[config.mk]
export PLATFORM = sky130hd
export DESIGN_NAME = fetch_ctrl
export DESIGN_NICKNAME = d
export VERILOG_FILES = /design/src/rtl/fetch_pkg.sv /design/src/rtl/fetch_queue.sv /design/src/rtl/fetch_ctrl.sv
export SDC_FILE = /design/constraint.sdc
export NUM_CORES = 1
export LEC_CHECK = 0
export CAP_MARGIN = 0
export CORE_AREA = 2 2 134 136
export CTS_BUF_LIST = sky130_fd_sc_hd__clkbuf_16
export CTS_CLUSTER_SIZE = 24
export DETAILED_ROUTE_END_ITERATION = 7
export DIE_AREA = 0 0 136 138
export PLACE_DENSITY_LB_ADDON = 0.15
export SYNTH_ARGS = -nofsm -noshare
export SYNTH_HDL_FRONTEND = slang
export SYNTH_SLANG_ARGS = --single-unit
[constraint.sdc]
create_clock -name clk -period 7.8 [get_ports clk]
set_input_delay 2.34 -clock clk [delete_from_list [all_inputs] [get_ports clk]]
set_output_delay 2.34 -clock clk [all_outputs]
set_load 0.03 [all_outputs]
[src/rtl/fetch_pkg.sv]
// Shared types and constants for the RV32 instruction fetch controller.
package fetch_pkg;

  localparam logic [31:0] NOP_INSTR = 32'h0000_0013;

  typedef enum logic [1:0] {
    IDLE = 2'd0,
    REQ  = 2'd1,
    WAIT = 2'd2,
    DROP = 2'd3
  } fetch_state_t;

  typedef struct packed {
    logic [31:0] instr;
    logic [31:0] pc;
  } fetch_entry_t;

endpackage

[src/rtl/fetch_queue.sv]
// Two-entry fetch buffer; entry 0 is always the head. Flush wins over push and pop.
module fetch_queue
  import fetch_pkg::*;
(
  input  logic         clk,
  input  logic         rst,
  input  logic         push,
  input  logic         pop,
  input  logic         flush,
  input  fetch_entry_t din,
  output fetch_entry_t head,
  output logic         head_valid,
  output logic [1:0]   occupancy
);

  fetch_entry_t ent0;
  fetch_entry_t ent1;
  logic [1:0]   count;
  logic         pop_ok;

  assign pop_ok = pop & (count != 2'd0);

  always_ff @(posedge clk or posedge rst) begin
    if (rst) begin
      ent0  <= '0;
      ent1  <= '0;
      count <= 2'd0;
    end else if (flush) begin
      count <= 2'd0;
    end else begin
      case ({push, pop_ok})
        2'b10: begin
          if (count == 2'd0) ent0 <= din;
          else               ent1 <= din;
          count <= count + 2'd1;
        end
        2'b01: begin
          ent0  <= ent1;
          count <= count - 2'd1;
        end
        2'b11: begin
          // head leaves, new word lands behind whatever remains
          if (count == 2'd2) begin
            ent0 <= ent1;
            ent1 <= din;
          end else begin
            ent0 <= din;
          end
        end
        default: ;
      endcase
    end
  end

  assign head       = ent0;
  assign head_valid = (count != 2'd0);
  assign occupancy  = count;

  a_push_room: assert property (@(posedge clk) disable iff (rst) push |-> (count < 2'd2));

endmodule

[src/rtl/fetch_ctrl.sv]
// Instruction fetch sequencer: owns the fetch PC, one outstanding imem request,
// a 2-entry return buffer and the IF-side inputs of the IF/ID register.
//
//   state | meaning
//   IDLE  | no request; buffer has no room after this cycle's pop
//   REQ   | imem_req high at fetch_pc, waiting for gnt
//   WAIT  | granted, response will be buffered
//   DROP  | granted, response is wrong-path and will be discarded
module fetch_ctrl
  import fetch_pkg::*;
#(
  parameter logic [31:0] RESET_PC = 32'h0000_0000,
  parameter int          QDEPTH   = 2
) (
  input  logic        clk,
  input  logic        rst,
  output logic        imem_req,
  output logic [31:0] imem_addr,
  input  logic        imem_gnt,
  input  logic        imem_rvalid,
  input  logic [31:0] imem_rdata,
  input  logic        redirect,
  input  logic [31:0] redirect_pc,
  input  logic        hold_d,
  output logic [31:0] instr_f,
  output logic [31:0] pc_f,
  output logic [31:0] pc_plus4_f,
  output logic        fetch_stall
);

  localparam logic [1:0] QD = 2'(QDEPTH);

  fetch_state_t state, state_nxt;
  logic [31:0]  fetch_pc, fetch_pc_nxt;

  fetch_entry_t head;
  fetch_entry_t push_entry;
  logic         head_valid;
  logic [1:0]   occupancy;
  logic         pop;
  logic         push;
  logic [1:0]   occ_after;
  logic [1:0]   occ_after_push;

  assign pop            = head_valid & ~hold_d & ~redirect;
  assign occ_after      = occupancy - {1'b0, pop};
  assign occ_after_push = occ_after + 2'd1;
  assign push           = (state == WAIT) & imem_rvalid & ~redirect;
  assign push_entry     = '{instr: imem_rdata, pc: fetch_pc};

  fetch_queue u_queue (
    .clk        (clk),
    .rst        (rst),
    .push       (push),
    .pop        (pop),
    .flush      (redirect),
    .din        (push_entry),
    .head       (head),
    .head_valid (head_valid),
    .occupancy  (occupancy)
  );

  always_ff @(posedge clk or posedge rst) begin
    if (rst) begin
      state    <= IDLE;
      fetch_pc <= RESET_PC;
    end else begin
      state    <= state_nxt;
      fetch_pc <= fetch_pc_nxt;
    end
  end

  always_comb begin
    state_nxt    = state;
    fetch_pc_nxt = fetch_pc;
    case (state)
      IDLE: begin
        if (redirect || (occ_after < QD)) state_nxt = REQ;
      end
      REQ: begin
        if (imem_gnt) state_nxt = redirect ? DROP : WAIT;
      end
      WAIT: begin
        if (imem_rvalid) begin
          if (redirect) begin
            state_nxt = REQ;
          end else begin
            fetch_pc_nxt = fetch_pc + 32'd4;
            state_nxt    = (occ_after_push < QD) ? REQ : IDLE;
          end
        end else if (redirect) begin
          state_nxt = DROP;
        end
      end
      DROP: begin
        // the outstanding response retires here, so a concurrent redirect cannot keep us in DROP
        if (imem_rvalid) state_nxt = REQ;
      end
      default: state_nxt = IDLE;
    endcase
    if (redirect) fetch_pc_nxt = redirect_pc;
  end

  assign imem_req  = (state == REQ);
  assign imem_addr = fetch_pc;

  always_comb begin
    instr_f    = NOP_INSTR;
    pc_f       = 32'h0;
    pc_plus4_f = 32'h0;
    if (head_valid && !redirect) begin
      instr_f    = head.instr;
      pc_f       = head.pc;
      pc_plus4_f = head.pc + 32'd4;
    end
  end

  assign fetch_stall = hold_d & ~redirect;

endmodule

==> impl_metrics.yaml, run 1 <==
hold_path:
  hold_end: "u_queue.ent1[49]"
  min_path_type: "reg2reg"
  hold_path_startpoint: "u_queue.ent1[49]"
  hold_depth: 1
placed_design:
  place_ws_ps: 1260
  gp_congestion: 0.798
  dpl.hpwl_mm: 14.6
  dpl_cell_area_um2: 10800
  portBuffers: 199
floorplanning:
  rows: 49
  ios: 200
  die_y_um: 138
  die-area_um2: 18800
  initial_utilization: 0.495
  core_um2: 17500
  die_x_um: 136
critical_path:
  crit_path_end_kind: "primary output"
  crit_family: "buffers and inverters"
  regToRegSetupSlack_ps: 4460
  cp_cell_sequence: "buf_2, nor2_4, buf_4, and2_1, clkdlybuf4s50_1"
  reg2reg_depth: 6
  timing.rr.end: "u_queue.ent1[23]"
  rr_startpoint: "state[0]"
  crit_type: "in2out"
  worstPathMaxFanout: 29
  cpPeakStageDelay_ps: 700
  arrival_ps: 4150
  required_ps: 5460
  critPathBufInv: 3
  startpoint_type: "input port"
  crit_slowest_cell: "clkdlybuf4s50_1"
clock_network:
  clock_latency_ps: 420
  postCtsSetupRepairBufs: 0
  cts_tree: "yes"
  hold_buffers: 0
  cts_num_sinks: 164
  cts_root_buf: "clkbuf_16"
  htreeDepth: 4
  cts_resized: 0
  cts_max_path_buffers: 2
  clkTransAtPathRegs_ps: 70
  numCtsBuffers: 17
timing:
  rsz0062_at_grt: "false"
  worst_slack_ps: 1310
  hold_viol: 0
  final.setup.tns_ps: 0
  finalSetupViolCount: 0
  fin_crit_ps: 6490
  fmax_mhz: 154
  slew_headroom: 0.220
  worstMarginPinSlew_ps: 1170
  post-route-period-util: 0.833
  fin_skew_ps: 10.8
  slew_violations: 0
global_routing:
  grt_start_max_net_pins: 107
  grt_pass1_wl_mm: 35.0
  grt.overflow.total: 0
  first_global_vias: 6770
  grt_usage: 0.234
  antenna_found_initial: 0
power_and_ir_drop:
  irDropWorstVdd_mv: 0.192
  power.density_nw_per_um2: 266
  p_leak_nw: 4.60
logic_synthesis:
  synth_cell_types: 45
  synth_area_leader_cell: "dfrtp_1"
  synth_top_area_share: 0.473
  synthFlopType: "dfrtp_1"
  syn-num-nets: 949
  synth_area_leaders: "dfrtp_1 (47%), mux2_2 (10%), mux2i_1 (7.6%)"
  ys_seq_area_frac: 0.473
  synth_cells: 872
  synth_warnings: 0
  syn_area_per_cell_um2: 9.95
  ys_seq_elements: 164
  syn-cell-area_um2: 8680
  async_flop_share: 1.00
  synth_edf_count: 0
job:
  maxCapViolCount: 0
routing:
  wire_per_inst_um: 16.8
  vias: 6952
  drtPass1Iterations: 4
  drc: 0
  ant_nets: 0
  wirelength_mm: 21.5
  drtIter0Drc: 318
  vias_per_cell: 5.45
run_status:
  status: "complete, no violations"
finish:
  finalInstanceArea_um2: 11400
  drive_gt1_frac: 0.123
  final_core_util: 0.648
  n_antenna_cell: 0
  areaGrowthSynthToFinish_pct: 31.0
  fin_nets: 1111
  n_fill_cell: 1513
==> worst max-delay path by stage <==
stage          cells after the start     start      endpoint
2_1_floorplan                      1       rst  imem_addr[0]
3_5_place_dp                       5  redirect      pc_f[17]
3_3_place_gp                       5  redirect      pc_f[17]
6_report                           5  redirect      pc_f[17]
5_1_grt                            5  redirect      pc_f[14]
4_1_cts                            5  redirect      pc_f[17]
==> synth_stat cells, drive strengths merged, types with 14 or more instances <==
library cell,n
or4,16
inv,18
mux2,78
xnor2,14
nand3,19
and2,58
mux2i,66
nor3,14
clkbuf,37
nand2,41
nand4,17
o21ai,28
buf,26
a21oi,75
nor2,112
dfrtp,164
==> per-layer routing <==
layer  vias up  part of all wire  global-route usage
met3        28             0.049              0.0510
li1       3383                 -                   -
met2       188              0.49               0.378
met4         0             0.017              0.0620
met1      3353              0.44               0.318
met5         -                 0                   0
==> worst reg2reg max path, cell delays in order, from the launching register on <==
cell and delay [ps]:
dfrtp_1 410, inv_1 100, ha_1 300, and2_1 500
and3_2 1080, buf_4 450, mux2_2 390
==> sequential cells by signal, indices dropped and copies added (netlist names) <==
signal,count
imem_addr,32
state,2
u_queue.head,64
u_queue.occupancy,2
u_queue.ent1,64
==> cells by family after synthesis <==
kind of cell,Yosys count,synth area share
compound gates,138,0.0901
xor+xnor,25,0.0270
fa+ha+maj,7,0.0101
buf+inv,81,0.0392
flops,164,0.473
mux,144,0.177
simple gates,313,0.184
==> where the power goes <==
group / internal [W] / switching (W) / total, W
Sequential: 0.00108 / 0.000239 / 0.00132
Clock: 0.000500 / 0.000343 / 0.000844
Combinational: 0.000388 / 0.000467 / 0.000855
==> through the flow <==
| stage | instances | total power, W | hold slack (ps) |
|---|---|---|---|
| CTS | 1275 | 0.00305 | 510 |
| global route | 1275 | 0.00321 | 519 |
| floorplan | 872 | 0.00186 | 480 |
| finish | 1275 | 0.00302 | 505 |
| global placement | 1244 | 0.00217 | 488 |
| detailed placement | 1244 | 0.00219 | 496 |
==> cell type report <==
cell class,instances,area (µm²),share of cell area
flip-flops and latches,164,4100,0.361
multi-input cells,627,4280,0.376
well taps,229,287,0.0252
repair buffers,206,2040,0.179
clock buffers,17,425,0.0374
inverters,18,72.6,0.00638
clock inverters,14,163,0.0143
==> cell usage in the layout (no fill, tap or decap), types with 18 or more instances in the layout <==
cell type        count
nand3_1             18
mux2i_1             66
o21ai_0             28
a21oi_1             75
nor2_1             111
dfrtp_1            164
nand2_1             41
clkdlybuf4s50_1    198
inv_1               18
mux2_2              78
and2_1              58
Power figures use the tool's default switching activity.
==> run 2, diff against run 1 <==
==> constraint.sdc (replaced) <==
create_clock -name clk -period 6.8 [get_ports clk]
set_input_delay 2.04 -clock clk [delete_from_list [all_inputs] [get_ports clk]]
set_output_delay 2.04 -clock clk [all_outputs]
set_load 0.03 [all_outputs]
==> run 2 against run 1 <==
Net effect:
- non-clock buffer count increased by 2
- via count up 0.42%
- clock power grew 20%
- final cell count is 0.24% higher
- critical path type unchanged
==> impl_metrics.yaml, run 2 (synthesis gave the netlist of run 1 again) <==
clock_network:
  hold_buffers: 0
  cts_num_sinks: 164
  clkTransAtPathRegs_ps: 60
  htreeDepth: 4
  clock_latency_ps: 420
  cts_tree: "yes"
  numCtsBuffers: 17
  postCtsSetupRepairBufs: 0
  cts_max_path_buffers: 2
  cts_resized: 0
  cts_root_buf: "clkbuf_16"
finish:
  multi_input_area_um2: 4280
  n_fill_cell: 1477
  n_antenna_cell: 0
  fin_nets: 1113
  final_common_cell: "clkdlybuf4s50_1"
  final_core_util: 0.651
  final_cell_mix: "clkdlybuf4s50_1 (198), dfrtp_1 (164), nor2_1 (111)"
  areaGrowthSynthToFinish_pct: 31.6
  drive_gt1_frac: 0.125
  seqCellArea_um2: 4100
routing:
  drtIter0Drc: 447
  drtPass1Iterations: 5
  wire_per_inst_um: 16.8
  wirelength_mm: 21.4
  vias: 6981
  drc: 0
  ant_nets: 0
  vias_per_cell: 5.46
floorplanning:
  initial_utilization: 0.495
  core_um2: 17500
  rows: 49
  ios: 200
  die_y_um: 138
  die-area_um2: 18800
  die_x_um: 136
critical_path:
  arrival_ps: 3860
  worstPathMaxFanout: 34
  crit_path_end_kind: "primary output"
  crit_type: "in2out"
  reg2reg_depth: 7
  regToRegSetupSlack_ps: 3850
  rr_startpoint: "u_queue.occupancy[0]"
  required_ps: 4760
  startpoint_type: "input port"
  timing.rr.end: "state[0]"
run_status:
  status: "complete, no violations"
hold_path:
  hold_end: "u_queue.ent1[52]"
  hold_depth: 1
  min_path_type: "reg2reg"
  hold_path_startpoint: "u_queue.ent1[52]"
power_and_ir_drop:
  p_leak_nw: 4.64
  irDropWorstVdd_mv: 0.208
  p_total_w: 0.00351
  power.density_nw_per_um2: 308
timing:
  worst_slack_ps: 903
  worstMarginPinSlew_ps: 1000
  final.setup.tns_ps: 0
  finalSetupViolCount: 0
  post-route-period-util: 0.867
  fin_skew_ps: 9.09
  fin_crit_ps: 5900
  slew_violations: 0
  hold_viol: 0
  slew_headroom: 0.330
  fmax_mhz: 170
  rsz0062_at_grt: "false"
global_routing:
  antenna_found_initial: 0
  grt.overflow.total: 0
  grt_start_max_net_pins: 94
  first_global_vias: 6780
  grt_pass1_wl_mm: 35.1
  grt_usage: 0.235
placed_design:
  place_ws_ps: 857
  dpl.hpwl_mm: 14.6
  portBuffers: 199
  gp_congestion: 0.821
job:
  maxCapViolCount: 0
==> run 2: cell types whose count changed in the layout (fill, tap and decap cells not counted), sizes merged <==
cell,change
bufinv,+1
inv,+1
buf,+2
clkinvlp,-1
==> run 2: how the worst max path moves through the flow <==
stage | start | to | slack [ps] | cells after the start
3_3_place_gp | redirect | instr_f[22] | 880 | 5
3_5_place_dp | redirect | instr_f[11] | 860 | 5
5_1_grt | redirect | instr_f[29] | 750 | 5
2_1_floorplan | rst | imem_addr[0] | 330 | 1
4_1_cts | redirect | instr_f[11] | 860 | 5
6_report | redirect | instr_f[11] | 900 | 5
==> run 2: worst max-delay path: stages <==
cell and delay, ps:
buf_2 140, nor2_4 520, buf_4 320, and2_1 150
clkdlybuf4s50_1 670
==> run 2: per-stage QoR <==
stage | std cells | cell area (µm²) | hold slack, ps
5_1_grt | 1278 | 11400 | 516
4_1_cts | 1278 | 11400 | 508
6_report | 1278 | 11400 | 504
2_1_floorplan | 872 | 8680 | 480
3_5_place_dp | 1246 | 10800 | 495
3_3_place_gp | 1246 | 10800 | 488
==> run 2: routing by layer <==
metal  wire length, µm  global-route usage  share of wire  vias up
met5                 0                   0              0        -
met4               350              0.0598          0.016        0
met3              1060              0.0513          0.050       24
met2             10500               0.387           0.49      182
met1              9550               0.317           0.45     3389
li1                  -                   -              -     3386
==> run 2: area by class of cell <==
class | instances | area share
well taps | 229 | 0.0251
inverters | 18 | 0.00635
clock inverters | 15 | 0.0165
multi-input cells | 627 | 0.375
repair buffers | 208 | 0.181
clock buffers | 17 | 0.0372
flip-flops and latches | 164 | 0.359
==> run 2: power by group <==
| part | switching, W | internal (W) | total [W] |
|---|---|---|---|
| registers | 0.000274 | 0.00124 | 0.00152 |
| clock network | 0.000399 | 0.000611 | 0.00101 |
| logic | 0.000538 | 0.000448 | 0.000986 |
==> variant (config.mk and constraints of run 2) <==
Re-encode `fetch_state_t` (4 states) as Gray code, 2 bits wide.
--- a/src/rtl/fetch_pkg.sv
+++ b/src/rtl/fetch_pkg.sv
@@ -6,6 +6,6 @@
   typedef enum logic [1:0] {
-    IDLE = 2'd0,
-    REQ  = 2'd1,
-    WAIT = 2'd2,
-    DROP = 2'd3
+    IDLE = 2'b00,
+    REQ  = 2'b01,
+    WAIT = 2'b11,
+    DROP = 2'b10
   } fetch_state_t;
Check against the original RTL: same outputs for any inputs over 4 cycles, from zero or initial values and one cycle with rst high; so few cycles prove little.
==> variant against run 2 <==
- maximum frequency is 4.1% lower
- global-route usage hardly changed
- routed wire length is 0.68% lower
- cell area is 0.18% higher
- setup slack worse by 250 ps
- synthesized cell count is 1.3% lower
- total power is 4.4% higher
- highest routed layer unchanged
- critical path type unchanged
- synthesized area is 0.84% lower
- sequential cell count stayed put
==> variant: results (changes against run 2) <==
startpoint of the most critical register-to-register path imem_addr[2]; largest net degree at the start of global routing 107 (+14%); switching power summed over all nets 1.27 mW (+5.0%); switching part of the total power 0.347 (+0.00222); DRC violation total after the first TritonRoute iteration 422 (-5.6%); main area contributors after synthesis sky130_fd_sc_hd__dfrtp_1 (48%), sky130_fd_sc_hd__mux2_2 (9.6%), sky130_fd_sc_hd__mux2i_1 (7.6%); Clk pin slew, worst setup/hold paths 60 ps (about the same); Final Wtd Congestion 0.818 (-0.37%); Worst Skew 11.9 ps (+2.78 ps); via count of the first global-routing pass 6741 (-0.58%); largest vdd supply drop 0.173 mV (-17%); critical hold path startpoint u_queue.head[62]; fin cells 1270 (-0.63%); cell count after synthesis 861 (-1.3%); list of most frequent post-synthesis cells sky130_fd_sc_hd__dfrtp_1 (164), sky130_fd_sc_hd__nand2_1 (99), sky130_fd_sc_hd__o21ai_0 (81), sky130_fd_sc_hd__mux2_2 (73), sky130_fd_sc_hd__mux2i_1 (65); number of distinct standard cells referenced by the synthesized netlist 43 (-4.4%); Worst R2R End imem_addr[30]; portion of the post-synthesis area used by sequential elements 0.477 (+0.00399); Power Clock 0.947 mW (-6%); status complete, no violations; Max-slew headroom 0.362 (+0.0316); Post-Route WL 21300 um (-0.68%); layout cells sized above 1 0.151 (+0.0259); Worst Setup EP pc_f[12]; power consumed by sequential cells 1.65 mW (+9%); nets@finish 1101 (-1.1%); internal reg-to-reg setup slack 4130 ps (+280 ps); placed instance area 10900 um2 (+0.49%); first-pass GRT wire length 35000 um (-0.35%); largest fanout on the critical path 30 (-12%); terminating pin of the worst hold path u_queue.head[62]; total half-perimeter wirelength after legalization and detailed placement 14800 um (+1.2%); Post-Synthesis Net Count 934 (-1.6%); average via count per standard cell 5.47 (about the same)
## variant: changes by cell type after synthesis, sizes merged, moves of 9 or more
cell | run 2 | this run
or4 | 16 | 25
o21ai | 28 | 81
a21oi | 75 | 11
nand2 | 41 | 99
nor2 | 112 | 48
o31ai | 9 | 21
## variant: kinds of logic after synthesis
family,synth area share
multiplexers,0.171
flip-flops,0.477
AO/OA/AOI/OAI,0.0946
XOR/XNOR,0.0275
buffers and inverters,0.0366
AND/OR/NAND/NOR,0.189
adder cells (fa/ha/maj),0.00436
## variant: area by class of cell
type	count	area [um2]	area share
multi-input combinational	622	4240	0.370
sequential	164	4100	0.359
timing repair buffer	211	2180	0.191
clock buffer	17	425	0.0372
tap	229	287	0.0250
clock inverter	15	156	0.0137
inverter	12	50.0	0.00437
## variant: routing by layer
layer / vias to the layer above / track usage / part of all wire
met5: - / 0 / 0
met1: 3358 / 0.328 / 0.45
met3: 32 / 0.0499 / 0.045
li1: 3389 / - / -
met2: 162 / 0.368 / 0.48
met4: 0 / 0.0762 / 0.021
## variant: per-stage QoR
stage / hold slack [ps] / setup slack [ps] / total power [mW]
3_5_place_dp: 463 / 663 / 2.74
3_3_place_gp: 454 / 678 / 2.70
2_1_floorplan: 442 / 327 / 2.32
6_report: 472 / 648 / 3.67
5_1_grt: 510 / 571 / 3.91
4_1_cts: 477 / 667 / 3.70
## variant: critical path, delay by kind of cell
| family | cells | cell delay (ps) |
|---|---|---|
| buffers and inverters | 3 | 1400 |
| and+or+nand+nor | 2 | 650 |
